## config.mk

```make
export PLATFORM = sky130hd
export DESIGN_NAME = count_game_ctrl
export DESIGN_NICKNAME = d
export VERILOG_FILES = /design/src/rtl/count_game_pkg.sv /design/src/rtl/count_game_ctrl_tick_gen.sv /design/src/rtl/count_game_ctrl.sv
export SDC_FILE = /design/constraint.sdc
export NUM_CORES = 1
export LEC_CHECK = 0
export BUFFER_PORTS_ARGS = -buffer_cell sky130_fd_sc_hd__buf_2
export CORE_MARGIN = 3
export CORE_UTILIZATION = 35
export DETAILED_ROUTE_END_ITERATION = 16
export GPL_ROUTABILITY_DRIVEN = 0
export GPL_TIMING_DRIVEN = 0
export MAX_ROUTING_LAYER = met4
export PLACE_DENSITY = 0.63
export SYNTH_ARGS = -nofsm -noshare
export SYNTH_HDL_FRONTEND = slang
export SYNTH_SLANG_ARGS = --single-unit
```

## constraint.sdc

```tcl
create_clock -name clk -period 4 [get_ports clk]
set_clock_uncertainty 0.1 [all_clocks]
set_input_delay 0.4 -clock clk [delete_from_list [all_inputs] [get_ports clk]]
set_output_delay 0.4 -clock clk [all_outputs]
set_load 0.02 [all_outputs]
```

## src/rtl/count_game_pkg.sv

```systemverilog
// Shared types and constants for the counting-game round controller.
package count_game_pkg;

  typedef enum logic [1:0] {
    ST_IDLE   = 2'd0,
    ST_LOAD   = 2'd1,
    ST_COUNT  = 2'd2,
    ST_RESULT = 2'd3
  } state_t;

  typedef enum logic [1:0] {
    RES_NONE = 2'd0,
    RES_WIN  = 2'd1,
    RES_NEAR = 2'd2,
    RES_MISS = 2'd3
  } result_t;

  localparam logic [7:0] WIN_PTS      = 8'd2;
  localparam logic [7:0] NEAR_PTS     = 8'd1;
  localparam logic [6:0] TARGET_RANGE = 7'd100;

  // 9-bit sum clamped to the 8-bit maximum.
  function automatic logic [7:0] sat_add(input logic [7:0] a, input logic [7:0] b);
    logic [8:0] s;
    s = {1'b0, a} + {1'b0, b};
    return s[8] ? 8'hFF : s[7:0];
  endfunction

  // Map a 7-bit random value into 0..99 (values 100..127 fold to 0..27).
  function automatic logic [6:0] fold_target(input logic [6:0] r);
    return (r < TARGET_RANGE) ? r : r - TARGET_RANGE;
  endfunction

endpackage

```

## src/rtl/count_game_ctrl_tick_gen.sv

```systemverilog
// Prescaler: counts 0..TICK_DIV-1 and flags the wrap cycle as a tick.
module tick_gen #(
  parameter int unsigned TICK_DIV = 5_000_000
) (
  input  logic clk,
  input  logic rst,
  input  logic clr,
  output logic tick
);

  localparam int unsigned W = (TICK_DIV > 1) ? $clog2(TICK_DIV) : 1;
  localparam logic [W-1:0] LAST = W'(TICK_DIV - 1);

  logic [W-1:0] cnt;

  assign tick = (cnt == LAST);

  always_ff @(posedge clk) begin
    if (rst || clr) begin
      cnt <= '0;
    end else if (tick) begin
      cnt <= '0;
    end else begin
      cnt <= cnt + W'(1);
    end
  end

endmodule

```

## src/rtl/count_game_ctrl.sv

```systemverilog
// Round controller: freezes the RNG, latches a target, runs a prescaled
// count, grades the player's hit and keeps a saturating score.
module count_game_ctrl
  import count_game_pkg::*;
#(
  parameter int unsigned TICK_DIV   = 5_000_000,
  parameter int unsigned MAX_COUNT  = 99,
  parameter int unsigned TOL        = 2,
  parameter int unsigned HOLD_TICKS = 20
) (
  input  logic       clk,
  input  logic       rst,
  input  logic       start,
  input  logic       hit,
  input  logic [6:0] rand_in,
  output logic       rng_st,
  output logic [6:0] target,
  output logic [6:0] count,
  output logic [6:0] hit_value,
  output logic [1:0] result,
  output logic       timeout,
  output logic [7:0] score,
  output logic       round_done,
  output logic       busy
);

  localparam int unsigned HW = $clog2(HOLD_TICKS + 1);
  localparam logic [6:0]    MAXC      = 7'(MAX_COUNT);
  localparam logic [7:0]    TOL_D     = 8'(TOL);
  localparam logic [HW-1:0] HOLD_LAST = HW'(HOLD_TICKS - 1);

  state_t        state;
  result_t       res_q;
  logic [HW-1:0] hold_cnt;
  logic          tick;
  logic          tick_clr;

  logic [7:0] diff;
  result_t    grade_res;
  logic [7:0] grade_pts;

  assign tick_clr = (state == ST_LOAD);
  assign busy     = (state != ST_IDLE);
  assign result   = res_q;

  tick_gen #(
    .TICK_DIV(TICK_DIV)
  ) u_tick (
    .clk (clk),
    .rst (rst),
    .clr (tick_clr),
    .tick(tick)
  );

  always_comb begin
    diff      = (count >= target) ? ({1'b0, count} - {1'b0, target})
                                  : ({1'b0, target} - {1'b0, count});
    grade_res = RES_MISS;
    grade_pts = '0;
    if (diff == 8'd0) begin
      grade_res = RES_WIN;
      grade_pts = WIN_PTS;
    end else if (diff <= TOL_D) begin
      grade_res = RES_NEAR;
      grade_pts = NEAR_PTS;
    end
  end

  always_ff @(posedge clk) begin
    if (rst) begin
      state      <= ST_IDLE;
      rng_st     <= 1'b1;
      target     <= '0;
      count      <= '0;
      hit_value  <= '0;
      res_q      <= RES_NONE;
      timeout    <= 1'b0;
      score      <= '0;
      round_done <= 1'b0;
      hold_cnt   <= '0;
    end else begin
      round_done <= 1'b0;
      case (state)
        ST_IDLE: begin
          if (start) begin
            state   <= ST_LOAD;
            rng_st  <= 1'b0;
            res_q   <= RES_NONE;
            timeout <= 1'b0;
          end
        end
        ST_LOAD: begin
          target <= fold_target(rand_in);
          count  <= '0;
          state  <= ST_COUNT;
        end
        ST_COUNT: begin
          // A hit takes priority over a coincident tick, including the timeout tick.
          if (hit) begin
            hit_value  <= count;
            res_q      <= grade_res;
            score      <= sat_add(score, grade_pts);
            state      <= ST_RESULT;
            round_done <= 1'b1;
            hold_cnt   <= '0;
          end else if (tick) begin
            if (count == MAXC) begin
              hit_value  <= MAXC;
              res_q      <= RES_MISS;
              timeout    <= 1'b1;
              state      <= ST_RESULT;
              round_done <= 1'b1;
              hold_cnt   <= '0;
            end else begin
              count <= count + 7'd1;
            end
          end
        end
        ST_RESULT: begin
          if (tick) begin
            if (hold_cnt == HOLD_LAST) begin
              state  <= ST_IDLE;
              rng_st <= 1'b1;
            end else begin
              hold_cnt <= hold_cnt + HW'(1);
            end
          end
        end
        default: state <= ST_IDLE;
      endcase
    end
  end

endmodule

```

# After elaboration in Yosys (flattened, before gate mapping)

Cells that the tools add are included.

Add/sub/neg operators: 7
$lt $le $gt $ge: 3
Equality and inequality tests: 16
Mux-type cells: 41
Bitwise logic cells: 1
Reduce and logical (&&, ||, !) cells: 20

Operators by type and width:

| cell                                                 | number |
|---|---|
| 2-to-1 mux 7 bit                                     | 7 |
| 2-to-1 mux 5 bit                                     | 5 |
| adder 23 x 1 -> 23 bit (second input constant)       | 1 |
| == test 23 bit (second input constant)               | 1 |
| 2-to-1 mux 2 bit                                     | 10 |
| 2-to-1 mux 8 bit                                     | 2 |
| inequality test 2 bit (second input constant)        | 8 |
| subtractor 7 x 7 -> 8 bit                            | 2 |
| AND reduction 5 bit                                  | 3 |
| case mux 7 bit (2 select lines)                      | 1 |
| nonzero test 2 bit                                   | 7 |
| AND reduction 4 bit                                  | 3 |
| 2-to-1 mux 1 bit                                     | 11 |
| case mux 5 bit (2 select lines)                      | 1 |
| adder 8 x 8 -> 9 bit                                 | 1 |
| <= comparator 8 x 2 -> 1 bit (second input constant) | 1 |
| logical NOT 8 bit                                    | 1 |
| case mux 2 bit (4 select lines)                      | 1 |
| adder 7 x 1 -> 7 bit (second input constant)         | 1 |
| == test 7 bit (second input constant)                | 1 |
| >= comparator 7 bit                                  | 1 |
| < comparator 7 bit (second input constant)           | 1 |
| subtractor 7 bit (second input constant)             | 1 |
| inequality test 3 bit (second input constant)        | 2 |
| other kinds (12)                                     | 15 |

Flip-flop bits (word level): 64
Bits of input ports: 11
Output and inout bits: 35
Word-level logic and storage cells: 99

# Longest topological paths before layout

Depth after elaboration: 7
Mapped depth: 19
Depth with buffers taken out: 19

# By module

Synthesis repeated with hierarchy kept, for this count alone.

Cells, all modules: 467
Area total of the unflattened synthesis: 3818.7 um2

Modules (own cells, without submodules):

| module          | instances | cells an instance | area an instance (um2) | seq. area each (um2) |
|---|---|---|---|---|
| count_game_ctrl | 1         | 344               | 2760.1                 | 820.8 |
| tick_gen        | 1         | 123               | 1058.5                 | 460.4 |

# Least setup slack after synthesis

No wires, ideal clock.

Path kind: flip-flop to flip-flop
From: register target[2]
To: register score[4]
Library setup time: 78 ps
Data arrival time: 3520 ps
Data required time: 3822 ps
Slack: 302 ps
Cell stages (with the launch flop): 16
Path buffers: 1
Clock period less this slack: 3698 ps
Cells stage by stage: dfxtp_1 inv_1 ha_1 buf_6 a21oi_2 a21boi_1 o21a_1 or3_1 a2111o_1 a21oi_1 ha_1 inv_1 fa_1 nor3_1 and4b_1 nor3_1

Cells in the longest elaborated chain, start to end: 7
Elaborated cells on any way between the ends: 10
Classes of those cells: add/sub: 3; order compare: 2; mux: 4; reduce/logical: 1

RTL lines:

| what                                              | line                   | text |
|---|---|---|
| start, declared                                   | count_game_ctrl.sv:17  | `output logic [6:0] target,` |
| start signal, assigned                            | count_game_ctrl.sv:93  | `target <= fold_target(rand_in);` |
| subtractor 7 x 7 -> 8 bit (tied with other cells) | count_game_ctrl.sv:57  | `: ({1'b0, target} - {1'b0, count});` |
| 2-to-1 mux 8 bit *                                | count_game_ctrl.sv:56  | `diff = (count >= target) ? ({1'b0, count} - {1'b0, target})` |
| <= comparator 8 x 2 -> 1 bit                      | count_game_ctrl.sv:63  | `end else if (diff <= TOL_D) begin` |
| 2-to-1 mux 1 bit                                  | count_game_ctrl.sv:63  |  |
| 2-to-1 mux 2 bit *                                | count_game_ctrl.sv:60  | `if (diff == 8'd0) begin` |
| adder 8 x 8 -> 9 bit *                            | count_game_pkg.sv:25   | `s = {1'b0, a} + {1'b0, b};` |
| 2-to-1 mux 8 bit *                                | count_game_pkg.sv:26   | `return s[8] ? 8'hFF : s[7:0];` |
| end signal, assigned                              | count_game_ctrl.sv:102 | `score <= sat_add(score, grade_pts);` |
| end, declared                                     | count_game_ctrl.sv:22  | `output logic [7:0] score,` |

Mark *: on every way between the ends. The rest lies on a longest branch, timed or not.
A chain may end at the register's enable or synchronous reset.

# Worst setup path after layout

Same ends and word-level chain as after synthesis.

==> results_dict.tcl <==
set metrics [dict create \
    status "completed" \
    ys_warn_count 0 \
    io-pin-count 46 \
    async_reset_ff_frac 0 \
    crit_cells 15 \
    numCtsBuffers 9 \
    synth_top_family_by_area "simple AND/OR/NAND/NOR gates" \
    synth_compound_area_frac 0.1467 \
    synth_seq_cells 64 \
    syn_area_per_cell_um2 8.432 \
    grt_pass1_wl_um 14650 \
    synth_xor_area_frac 0.07236 \
    post-cts-setup-buffer-count 0 \
    diodes 0 \
    cp_top_family "compound AO/OA/AOI/OAI gates" \
    initial_core_util 0.3618 \
    grtUsageTotal 0.1583 \
    grt_setup_unrepaired "false" \
    final_core_util 0.4180 \
    yosysSeqAreaShare 0.3414 \
    crit_chain "inv_1 -> ha_1 -> buf_6 -> a21oi_2 -> a21boi_1 -> o21a_1 -> or3_1 -> a2111o_1 -> a21oi_1 -> ha_1 -> inv_1 -> fa_1 -> nor3_4 -> and4b_1 -> nor3_1" \
    rows 37 \
    cp_num_buf_inv 3 \
    reg2reg_depth 15 \
    synthAdderAreaFrac 0.09603 \
    netlist_area_mm2 0.003752 \
    path_max_fanout 9 \
    totalWireLength_um 8874 \
    clkTransAtPathRegs_ns 0.07 \
    synth_edf_count 0 \
    cp_slowest_stage_delay_ns 0.49 \
    timing.setup.tns_ns 0 \
    leakage_nw 1.695 \
    ys_types 63 \
    finalMaxSlewViolations 0 \
    fmax_mhz 266.6 \
    dieHeight_um 109.5 \
    critical_path.slowest_cell "a2111o_1" \
    hpwl_um 6946 \
    via_count 3209 \
    final.period_utilization 0.9378 \
    htreeDepth 3 \
    layout.nets 537 \
    port-buffer-count 44 \
    grt_overflow 0 \
    vdd_ir_drop_max_mv 0.2837 \
    drtIter0Drc 130 \
    ant_nets 0 \
    core_region_area_mm2 0.01037 \
    grt_max_degree 11 \
    path_class "reg2reg" \
    total_power_mw 2.183 \
    drive_gt1_frac 0.1853 \
    wl_per_cell_um 13.91 \
    relSlewSlack 0.5678 \
    worst_pin_slew_ns 0.6482 \
    clkSinkCount 64 \
    finalSetupViolations 0 \
    synth-simple-area-share 0.2698 \
    remaining_drc_errors 0 \
    ys.flop_type "dfxtp_1" \
    synthMuxAreaShare 0.01867 \
    clockBufferDepth 2 \
    critPathLaunchType "flop" \
    timing.final.ws_setup_ns 0.2487 \
    drv_cap 0 \
    insertion_delay_ns 0.34 \
    grt_antenna_before_repair 0 \
    synthCells 445 \
    ctsRootBufferMaster "clkbuf_8" \
    fin_hold_ws_ns 0.1948 \
    first_global_vias 3092 \
    min_path_cells 3 \
    cp.required_ns 4.17 \
    dieArea_mm2 0.01200 \
    drt_pass1_iterations 4 \
    arrival_ns 3.92 \
    syn-num-nets 483 \
    cts_tree "done" \
    p_per_area_mw_per_mm2 503.7 \
    hold_violations 0 \
    dp_slack_ns -0.06353 \
    end_kind "flop" \
    fp.dieW_um 109.5 \
    syn_to_final_growth_pct 15.51 \
    hp-class "in2reg" \
    vias_per_cell 5.030 \
    fin_crit_ns 3.751 \
]
[sequential cells by signal, summed over array words and instances (netlist names)]
signal,count
rng_st,1
state,2
hold_cnt,5
count,7
round_done,1
result,2
score,8
timeout,1
hit_value,7
target,7
u_tick.cnt,23
[cell usage in the layout (no fill, tap or decap), types with 4 or more instances in the layout]
cell      count
nand4_1       5
nor2_1       67
mux2i_1       7
buf_2        45
a211oi_1      8
xnor2_1      21
xor2_1       10
dfxtp_1      59
dfxtp_2       5
a22oi_1       4
clkbuf_8     10
or3_1         7
ha_1         24
o21ai_0      14
a21oi_1      25
nor3_1       15
clkinv_2      4
inv_1        34
and3_1        4
clkbuf_1      7
nand3_1      19
nand2_1      36
o21a_1        5
[tightest hold or removal path, delay by kind of cell]
kind | cells | cell delay (ns)
buffers and inverters | 1 | 0.07
muxes | 1 | 0.05
and+or+nand+nor | 1 | 0.07
[layout make-up]
class	count	area, um^2
clock inverter	5	50.05
fill	1085	6036
buffer	13	75.07
sequential	64	1287
tap	136	170.2
timing repair buffer	44	220.2
multi-input combinational	333	2280
clock buffer	9	123.9
inverter	34	127.6
[power breakdown]
| part | switching (mW) | internal [mW] | leakage [nW] |
|---|---|---|---|
| Combinational | 0.539 | 0.355 | 1.08 |
| Clock | 0.241 | 0.276 | 0.0945 |
| Sequential | 0.0660 | 0.706 | 0.520 |
[cell families (layout without fill, tap and decap cells)]
group                    count (synthesis)  after routing
adder cells (fa/ha/maj)                 27             27
buffers and inverters                   48            105
multiplexers                             7              7
XOR/XNOR                                31             31
AO/OA/AOI/OAI                           81             81
AND/OR/NAND/NOR                        187            187
flip-flops                              64             64
[layer usage]
metal,wire [um],part of all wire,vias up,track usage
met5,0,0,-,-
met4,71,0.0080,0,0.03206
met3,362,0.041,7,0.03582
met2,4523,0.51,44,0.2703
met1,3916,0.44,1512,0.1920
li1,-,-,1646,-
[final timing paths]
path	from	endpoint	slack, ns
worst max-delay path	target[2]$_SDFFE_PP0P_	score[4]$_SDFFE_PP0P_	0.25
worst min-delay path	rand_in[1]	target[1]$_SDFFE_PP0P_	0.19
worst max register to register	target[2]$_SDFFE_PP0P_	score[4]$_SDFFE_PP0P_	0.25
worst min register to register	u_tick.cnt[0]$_SDFF_PP0_	u_tick.cnt[0]$_SDFF_PP0_	0.36
[what timing repair did]
action,in CTS,in global routing
hold buffers,0,0
endpoints found under the hold margin,0,0
pin swaps,0,1
resized for setup,1,8
setup endpoints to repair,1,7
[cells in the mapped netlist, types with 2 or more instances]
master,count,area [um^2]
a221oi_1,2,17.52
and3_1,4,25.02
a21oi_2,2,17.52
inv_1,34,127.6
and2_1,3,18.77
a21oi_1,25,125.1
a21o_1,2,15.01
a22oi_1,4,30.03
xor2_1,10,87.58
clkbuf_1,8,30.03
nor2b_1,2,12.51
nor4b_4,2,47.55
mux2i_1,7,70.07
nand2b_1,2,12.51
buf_6,2,22.52
nor4b_2,3,45.04
xnor2_1,21,183.9
nand3_1,19,95.09
nand2_1,36,135.1
fa_1,3,60.06
nor2_1,68,255.2
or3_1,7,43.79
nor3_1,16,80.08
o21ai_0,14,70.07
o21a_1,5,37.54
a21boi_0,2,15.01
buf_1,2,7.510
and3_2,2,15.01
o211ai_1,2,15.01
a211oi_1,8,60.06
dfxtp_1,64,1281
nor2_2,2,12.51
nand4_1,5,31.28
nor4_4,2,42.54
ha_1,24,300.3
nor3_2,2,20.02
nand3b_1,3,22.52
[per-stage QoR]
stage               instance area (um^2)  cells
floorplan                           3752    445
global placement                    4143    625
detailed placement                  4143    625
CTS                                 4322    639
global route                        4334    638
finish                              4334    638
Power figures use the tool's default switching activity.
